File: src/rtl/stack_muldiv_unit.sv
// Iterative multiply/divide stage that pops two stack operands, runs one bit per cycle,
// then pushes the single result back onto the operand stack.
module stack_muldiv_unit #(
    parameter int DBITS = 32,
    parameter int CBITS = 5
) (
    input  logic             clk,
    input  logic             rst,
    input  logic             start,
    input  logic [1:0]       op,
    output logic             busy,
    output logic             done,
    output logic             div0,
    output logic             st_en1,
    output logic             st_en2,
    output logic             st_we,
    output logic [DBITS-1:0] st_din,
    input  logic [DBITS-1:0] st_dout1,
    input  logic [DBITS-1:0] st_dout2
);

    typedef enum logic [1:0] {IDLE, POP, EXEC, PUSH} state_t;

    localparam logic [CBITS-1:0] LAST = CBITS'(DBITS - 1);

    state_t           state, state_next;
    logic [1:0]       op_q;
    logic [DBITS-1:0] a, b, acc;
    logic [CBITS-1:0] cnt;

    logic [DBITS:0]   mul_sum;
    logic [DBITS+1:0] div_diff;
    logic             div_ok;
    logic [DBITS-1:0] result;

    // a doubles as multiplier/low product and as dividend/quotient; acc holds high product or remainder
    assign mul_sum  = {1'b0, acc} + (a[0] ? {1'b0, b} : '0);
    assign div_diff = {1'b0, acc, a[DBITS-1]} - {2'b00, b};
    assign div_ok   = ~div_diff[DBITS+1];
    assign result   = op_q[0] ? acc : a;

    always_ff @(posedge clk) begin
        if (rst) begin
            state <= IDLE;
            op_q  <= '0;
            a     <= '0;
            b     <= '0;
            acc   <= '0;
            cnt   <= '0;
        end else begin
            state <= state_next;
            case (state)
                IDLE: if (start) op_q <= op;
                POP: begin
                    a   <= st_dout2;
                    b   <= st_dout1;
                    acc <= '0;
                    cnt <= '0;
                end
                EXEC: begin
                    cnt <= cnt + 1'b1;
                    if (!op_q[1]) begin
                        acc <= mul_sum[DBITS:1];
                        a   <= {mul_sum[0], a[DBITS-1:1]};
                    end else if (div_ok) begin
                        acc <= div_diff[DBITS-1:0];
                        a   <= {a[DBITS-2:0], 1'b1};
                    end else begin
                        acc <= {acc[DBITS-2:0], a[DBITS-1]};
                        a   <= {a[DBITS-2:0], 1'b0};
                    end
                end
                default: ;
            endcase
        end
    end

    always_comb begin
        state_next = state;
        busy       = 1'b0;
        done       = 1'b0;
        div0       = 1'b0;
        st_en1     = 1'b0;
        st_en2     = 1'b0;
        st_we      = 1'b0;
        st_din     = '0;
        case (state)
            IDLE: if (start) state_next = POP;
            POP: begin
                busy       = 1'b1;
                st_en1     = 1'b1;
                st_en2     = 1'b1;
                state_next = EXEC;
            end
            EXEC: begin
                busy = 1'b1;
                if (cnt == LAST) state_next = PUSH;
            end
            PUSH: begin
                busy       = 1'b1;
                done       = 1'b1;
                st_we      = 1'b1;
                st_din     = result;
                div0       = op_q[1] && (b == '0);
                state_next = IDLE;
            end
            default: state_next = IDLE;
        endcase
    end

endmodule

File: config.mk
export PLATFORM = sky130hd
export DESIGN_NAME = stack_muldiv_unit
export DESIGN_NICKNAME = d
export VERILOG_FILES = /design/src/rtl/stack_muldiv_unit.sv
export SDC_FILE = /design/constraint.sdc
export NUM_CORES = 1
export LEC_CHECK = 0
export CORE_MARGIN = 4
export CORE_UTILIZATION = 47
export DETAILED_ROUTE_END_ITERATION = 12
export HOLD_SLACK_MARGIN = 0.15
export PLACE_DENSITY = 0.77
export SYNTH_ARGS = -nofsm -noshare
export SYNTH_HDL_FRONTEND = slang
export SYNTH_SLANG_ARGS = --single-unit
export TNS_END_PERCENT = 50
File: constraint.sdc
create_clock -name clk -period 2.99 [get_ports clk]
set_input_delay 0.4485 -clock clk [delete_from_list [all_inputs] [get_ports clk]]
set_output_delay 0.4485 -clock clk [all_outputs]
set_load 0.01 [all_outputs]
==> reports/results.ini, run 1 <==
[outcome]
status=finished, violations left
violations=setup timing

[cells_and_area]
fin_util=0.6523
num_antenna_cells=0
synthToLayoutAreaGrowth_pct=34.39
design_area_um2=12410
layout-drive-gt1-share=0.1986
fillerInstances=1607
nNetsFinal=1537

[place]
io_buffers=106
dp_hpwl_um=22780
globalplace.congestion=0.9907
preCtsSetupSlack_ns=-0.1333
dpl-instance-area_um2=11480

[grt]
grt_max_degree=71
grt_util_all_layers=0.2728
grt-busiest-layer=met2
grt_use_met1=0.3665
use_met3=0.05484
grtUsageMet2=0.4426
antenna_found_initial=1
grt-ovfl-total=0
grt_pass1_wl_um=48380
grt_pass1_vias=9467

[logic_synthesis]
synth_nets=1322
yosys.area.top_type=dfxtp_1
synth-seq-area-share=0.2277
ys_ff_latch=105
synth-edff-count=0
ys.flop_type=dfxtp_1
avgSynthCellArea_um2=7.823
synth_common_cells=mux2i_1 (147), nor2_1 (141), dfxtp_1 (105)
async_flop_share=0
ys.warnings.count=0
post-synth-top-count-cell=mux2i_1
yosys.cell_types.count=72
synth_top_area_share=0.2277
syn_inst=1180
syn-cell-area_um2=9231
synth.area.top_cells=dfxtp_1 (23%), mux2i_1 (16%), ha_1 (9.6%)

[clock_tree]
clk_pin_slew_worst_paths_ns=0.08
cts_tree=done
clockBufferDepth=2
root_buffer=clkbuf_16
htree_levels=3
numCtsBuffers=9
cts_sinks=105
clkLatencyLatePin_ns=0.37

[die]
initial_utilization=0.4854
rows=50
coreArea_um2=19020
die_area_um2=21950
chipWidth_um=148.1
io-pin-count=107
fp.dieH_um=148.1

[min_path]
min_to=cnt[4]$_SDFFE_PP0P_
hold-path-cell-count=2
hold_path.class=register to register
hold_start=cnt[4]$_SDFFE_PP0P_

[worst_setup_path]
cpMaxStageDelayCell=dfxtp_4
cp_data_required_time_ns=3.24
slowest_delay_ns=0.38
r2r-start=a[0]$_SDFFE_PP0P_
r2r_setup_slack_ns=-0.06
critical_path_class=register to register
reg2regPathDepth=14
crit_fanout=7
worstPathArrival_ns=3.30
critical_path.startpoint=a[0]$_SDFFE_PP0P_
crit_path_end_kind=register
path_cells=buf_12, and2_4, ha_4, o211ai_1, o211ai_1, and4_4, o2111ai_2, buf_4, a211oi_4, buf_6, o2111ai_2, mux2_4, nor2_4, a211o_1
r2r-end=acc[30]$_SDFFE_PP0P_
crit_path_start_kind=register

[power]
leakage_nw=5.177
irDropWorstVdd_mv=0.4458
power_mw=8.245
p_per_area_nw_per_um2=664.6

[timing]
report.final.hold_viol_count=0
worst_pin_slew_ns=0.8757
rsz0062_at_grt=true
max_slew_margin=0.4162
fmax_mhz=328.0
clock_skew_ns=0.01314
setup_slack_ns=-0.05909
period_minus_slack_ns=3.049
fin_crit_sh=1.020
maxSlewViolCount=0
setup_violations=2
whs_ns=0.4783

[routing]
route.detailed.drc=0
drt-vias-per-instance=5.948
drtIter0Drc=785
first_pass_iters=5
ant_nets=0
vias=9873
wl_um=31650
wl_per_cell_um=19.07

[flow_run]
cap_violations=0

[worst max path at each step]
| stage | end | slack (ns) |
|---|---|---|
| after floorplan | acc[31]$_SDFFE_PP0P_ | 0.009 |
| after global placement | acc[30]$_SDFFE_PP0P_ | -0.06 |
| after detailed placement | acc[31]$_SDFFE_PP0P_ | -0.13 |
| after CTS | acc[30]$_SDFFE_PP0P_ | -0.02 |
| after global routing | acc[30]$_SDFFE_PP0P_ | -0.13 |
| final | acc[30]$_SDFFE_PP0P_ | -0.06 |
[worst max-delay path: cells and delay by family, from the launching register on]
kind,cells,cell delay [ns]
buffers and inverters,3,0.46
adders and majority gates,1,0.27
and+or+nand+nor,3,0.47
AOI/OAI and AO/OA,6,1.12
muxes,1,0.24
DFF,1,0.38
[layer usage]
metal | routed length (um) | vias to the layer above
met5 | 13 | -
met4 | 879 | 2
met3 | 3158 | 85
met2 | 14310 | 484
met1 | 13290 | 4654
li1 | - | 4648
[where the power goes]
part	total (mW)	internal (mW)	switching, mW
clock	1.26	0.617	0.644
sequential	2.13	1.74	0.387
combinational	4.86	2.26	2.60
[cells in the final DEF, fill, tap and decap left out, types with 21 or more instances in the layout]
master	n
inv_1	50
clkdlybuf4s50_1	105
and2_1	28
mux2i_1	147
nor2_1	138
nor2b_1	42
nand2_1	62
nor3_1	21
a21oi_1	95
buf_4	160
o21ai_0	57
dfxtp_1	96
a21o_1	27
xnor2_1	29
ha_1	55
[metrics by stage]
stage	setup TNS (ns)	std cells
2_1_floorplan	0	1180
3_3_place_gp	-0.1360	1627
3_5_place_dp	-0.7135	1627
4_1_cts	-0.01670	1650
5_1_grt	-0.6242	1660
6_report	-0.1080	1660
[flip-flops by register name, indices dropped and copies added (netlist names)]
signal and count:
cnt 5, b 32, acc 32, op_q 2, state 2, a 32
[cell type report]
cell class	count	area (um^2)	share of cell area
clock buffers	10	239.0	0.01926
clock inverters	6	65.06	0.005245
inverters	50	187.7	0.01513
multi-input cells	956	7089	0.5715
flip-flops and latches	105	2116	0.1706
well taps	260	325.3	0.02622
repair buffers	273	2384	0.1921
[cells by family after synthesis]
logic type,share of synthesized area
AO/OA/AOI/OAI,0.2034
XOR/XNOR,0.04364
adder cells (fa/ha/maj),0.1006
buffers and inverters,0.05286
flip-flops,0.2277
multiplexers,0.1667
AND/OR/NAND/NOR,0.2051
[timing repair]
action,in CTS,in global routing
setup endpoints to repair,9,32
pin swaps,20,25
setup buffers,6,9
cloned,1,1
hold buffers,0,0
gates resized for setup,52,41
(Power assumes the default switching activity.)
==> run 2, diff against run 1 <==
- ABC_CLOCK_PERIOD_IN_PS: not set -> 2990
- CORE_UTILIZATION: 47 -> 45
- CTS_BUF_LIST: not set -> sky130_fd_sc_hd__clkbuf_4 sky130_fd_sc_hd__clkbuf_8
- PLACE_DENSITY: 0.77 -> 0.75
==> reports/results.ini, run 2 (synthesis results as in run 1) <==
[grt]
grt_pass1_wl_um=47240  ; -2.3%
grt_util_all_layers=0.2610  ; -0.01183
antenna_found_initial=0  ; -1
grt_max_degree=71  ; unchanged
grt_pass1_vias=8855  ; -6.5%
grt-ovfl-total=0  ; unchanged

[power]
combPwrFrac=0.608  ; +0.019
p_int_mw=4.350  ; -5.7%
power_mw=7.867  ; -4.6%
p_seq_frac=0.271  ; +0.013
p_clk_frac=0.121  ; -0.032
leakage_nw=5.043  ; -2.6%
p_per_area_nw_per_um2=647.7  ; -2.5%
p_sw_frac=0.4470  ; +0.006781
p_sw_mw=3.517  ; -3.1%
irDropWorstVdd_mv=0.4708  ; +5.6%

[routing]
vias=9459  ; -4.2%
drt-vias-per-instance=5.719  ; -3.8%
drtIter0Drc=801  ; +2.0%
ant_nets=0  ; unchanged
route.detailed.drc=0  ; unchanged
wl_per_cell_um=18.70  ; -1.9%
wl_um=30930  ; -2.3%
first_pass_iters=5  ; unchanged

[cells_and_area]
final_cells=1654  ; -0.36%
nNetsFinal=1521  ; -1.0%
num_antenna_cells=0  ; unchanged
most-common-layout-cells=mux2i_1 (147), buf_4 (147), nor2_1 (139)
synthToLayoutAreaGrowth_pct=31.58
layout-drive-gt1-share=0.1900  ; -0.008543
design_area_um2=12150  ; -2.1%
fillerInstances=1740  ; +8.3%
reg_top3=a x32, acc x32, b x32

[worst_setup_path]
worstPathArrival_ns=3.24  ; -0.06 ns
crit_fanout=9  ; +2
crit_path_start_kind=register
cp_data_required_time_ns=3.28  ; +0.04 ns
critical_path_class=register to register
crit_path_end_kind=register

[clock_tree]
clockBufferDepth=2  ; unchanged
htree_levels=3  ; unchanged
clkLatencyLatePin_ns=0.41  ; +0.04 ns
cts_tree=done
root_buffer=clkbuf_8
numCtsBuffers=9  ; unchanged
clk_pin_slew_worst_paths_ns=0.13  ; +0.05 ns
cts_sinks=105  ; unchanged

[die]
initial_utilization=0.4562  ; -0.02917
rows=52  ; +4.0%
coreArea_um2=20230  ; +6.4%
fp.dieH_um=151.2  ; +2.1%
io-pin-count=107  ; unchanged
die_area_um2=22870  ; +4.2%
chipWidth_um=151.2  ; +2.1%

[timing]
period_minus_slack_ns=2.951  ; -0.09770 ns
setup_violations=0  ; -2
fin_crit_sh=0.9871  ; -0.03268
maxSlewViolCount=0  ; unchanged
report.final.hold_viol_count=0  ; unchanged
fmax_mhz=338.8  ; +3.3%
clock_skew_ns=0.02027  ; +0.007125 ns
max_slew_margin=0.1422  ; -0.2740
final.setup.tns_ns=0  ; +0.1080 ns
rsz0062_at_grt=true
worst_pin_slew_ns=1.285  ; +0.4096 ns

[place]
dp_hpwl_um=23150  ; +1.6%
io_buffers=106  ; unchanged
globalplace.congestion=0.9872  ; -0.35%
dp_cells=1623  ; -0.25%
dpl-instance-area_um2=11380  ; -0.92%

[flow_run]
cap_violations=0  ; unchanged

[min_path]
hold_path.class=register to register

[outcome]
status=completed

-- run 2: cell types whose count changed in the layout (fill, tap and decap cells not counted), sizes merged --
cell / before / now
inv: 54 / 53
bufbuf: 1 / 0
buf: 167 / 152
clkinv: 2 / 3
-- run 2: final cells by class --
type	instances	area (um^2)	area share
clock buffer	10	137.6	0.01133
multi-input combinational	956	7086	0.5833
sequential	105	2117	0.1743
timing repair buffer	257	2213	0.1822
tap	270	337.8	0.02781
clock inverter	6	67.56	0.005562
inverter	50	187.7	0.01545
-- run 2: final timing paths --
path,from,to,slack (ns),depth (start not counted)
worst max register to register,a[0]$_SDFFE_PP0P_,acc[30]$_SDFFE_PP0P_,0.04,13
worst max-delay path,a[0]$_SDFFE_PP0P_,acc[30]$_SDFFE_PP0P_,0.04,13
worst min register to register,cnt[4]$_SDFFE_PP0P_,cnt[4]$_SDFFE_PP0P_,0.49,2
worst min-delay path,cnt[4]$_SDFFE_PP0P_,cnt[4]$_SDFFE_PP0P_,0.49,2
-- run 2: what timing repair did --
item	4_1_cts	5_1_grt
setup endpoints to repair	20	24
hold buffers	0	0
gates cloned	0	1
buffers inserted	3	11
gates resized for setup	28	67
pin swaps	8	38
-- run 2: critical path, cell delays in order (launching register included) --
cell	delay, ns
dfxtp_4	0.40
buf_6	0.14
buf_4	0.14
and2_1	0.16
ha_4	0.23
a21oi_2	0.14
o21ai_2	0.09
a221oi_2	0.34
nor3b_4	0.32
a211oi_4	0.14
o2111ai_2	0.23
mux2_4	0.18
nor2_1	0.04
a211o_1	0.28
-- run 2: power by group through the flow --
stage / combinational, mW / sequential [mW] / clock [mW]
4_1_cts: 4.48 / 2.12 / 0.959
2_1_floorplan: 3.07 / 2.00 / 0
3_5_place_dp: 4.40 / 2.15 / 0
5_1_grt: 5.18 / 2.18 / 1.01
3_3_place_gp: 4.34 / 2.14 / 0
6_report: 4.79 / 2.13 / 0.948
-- run 2: layer usage --
metal	up-vias	share of wire	track usage
li1	4612	-	-
met1	4376	0.46	0.3898
met2	415	0.42	0.3836
met3	56	0.086	0.04309
met4	0	0.026	0.07480
met5	-	0	0
-- run 2: per-stage QoR --
step	worst slack (ns)	util	hold WS [ns]
3_5_place_dp	-0.1652	0.5623	0.4793
2_1_floorplan	0.008770	-	0.4504
4_1_cts	0.002547	0.5791	0.4951
5_1_grt	-0.09780	0.6003	0.5089
6_report	0.03861	0.6003	0.4921
3_3_place_gp	-0.1501	0.5623	0.4580
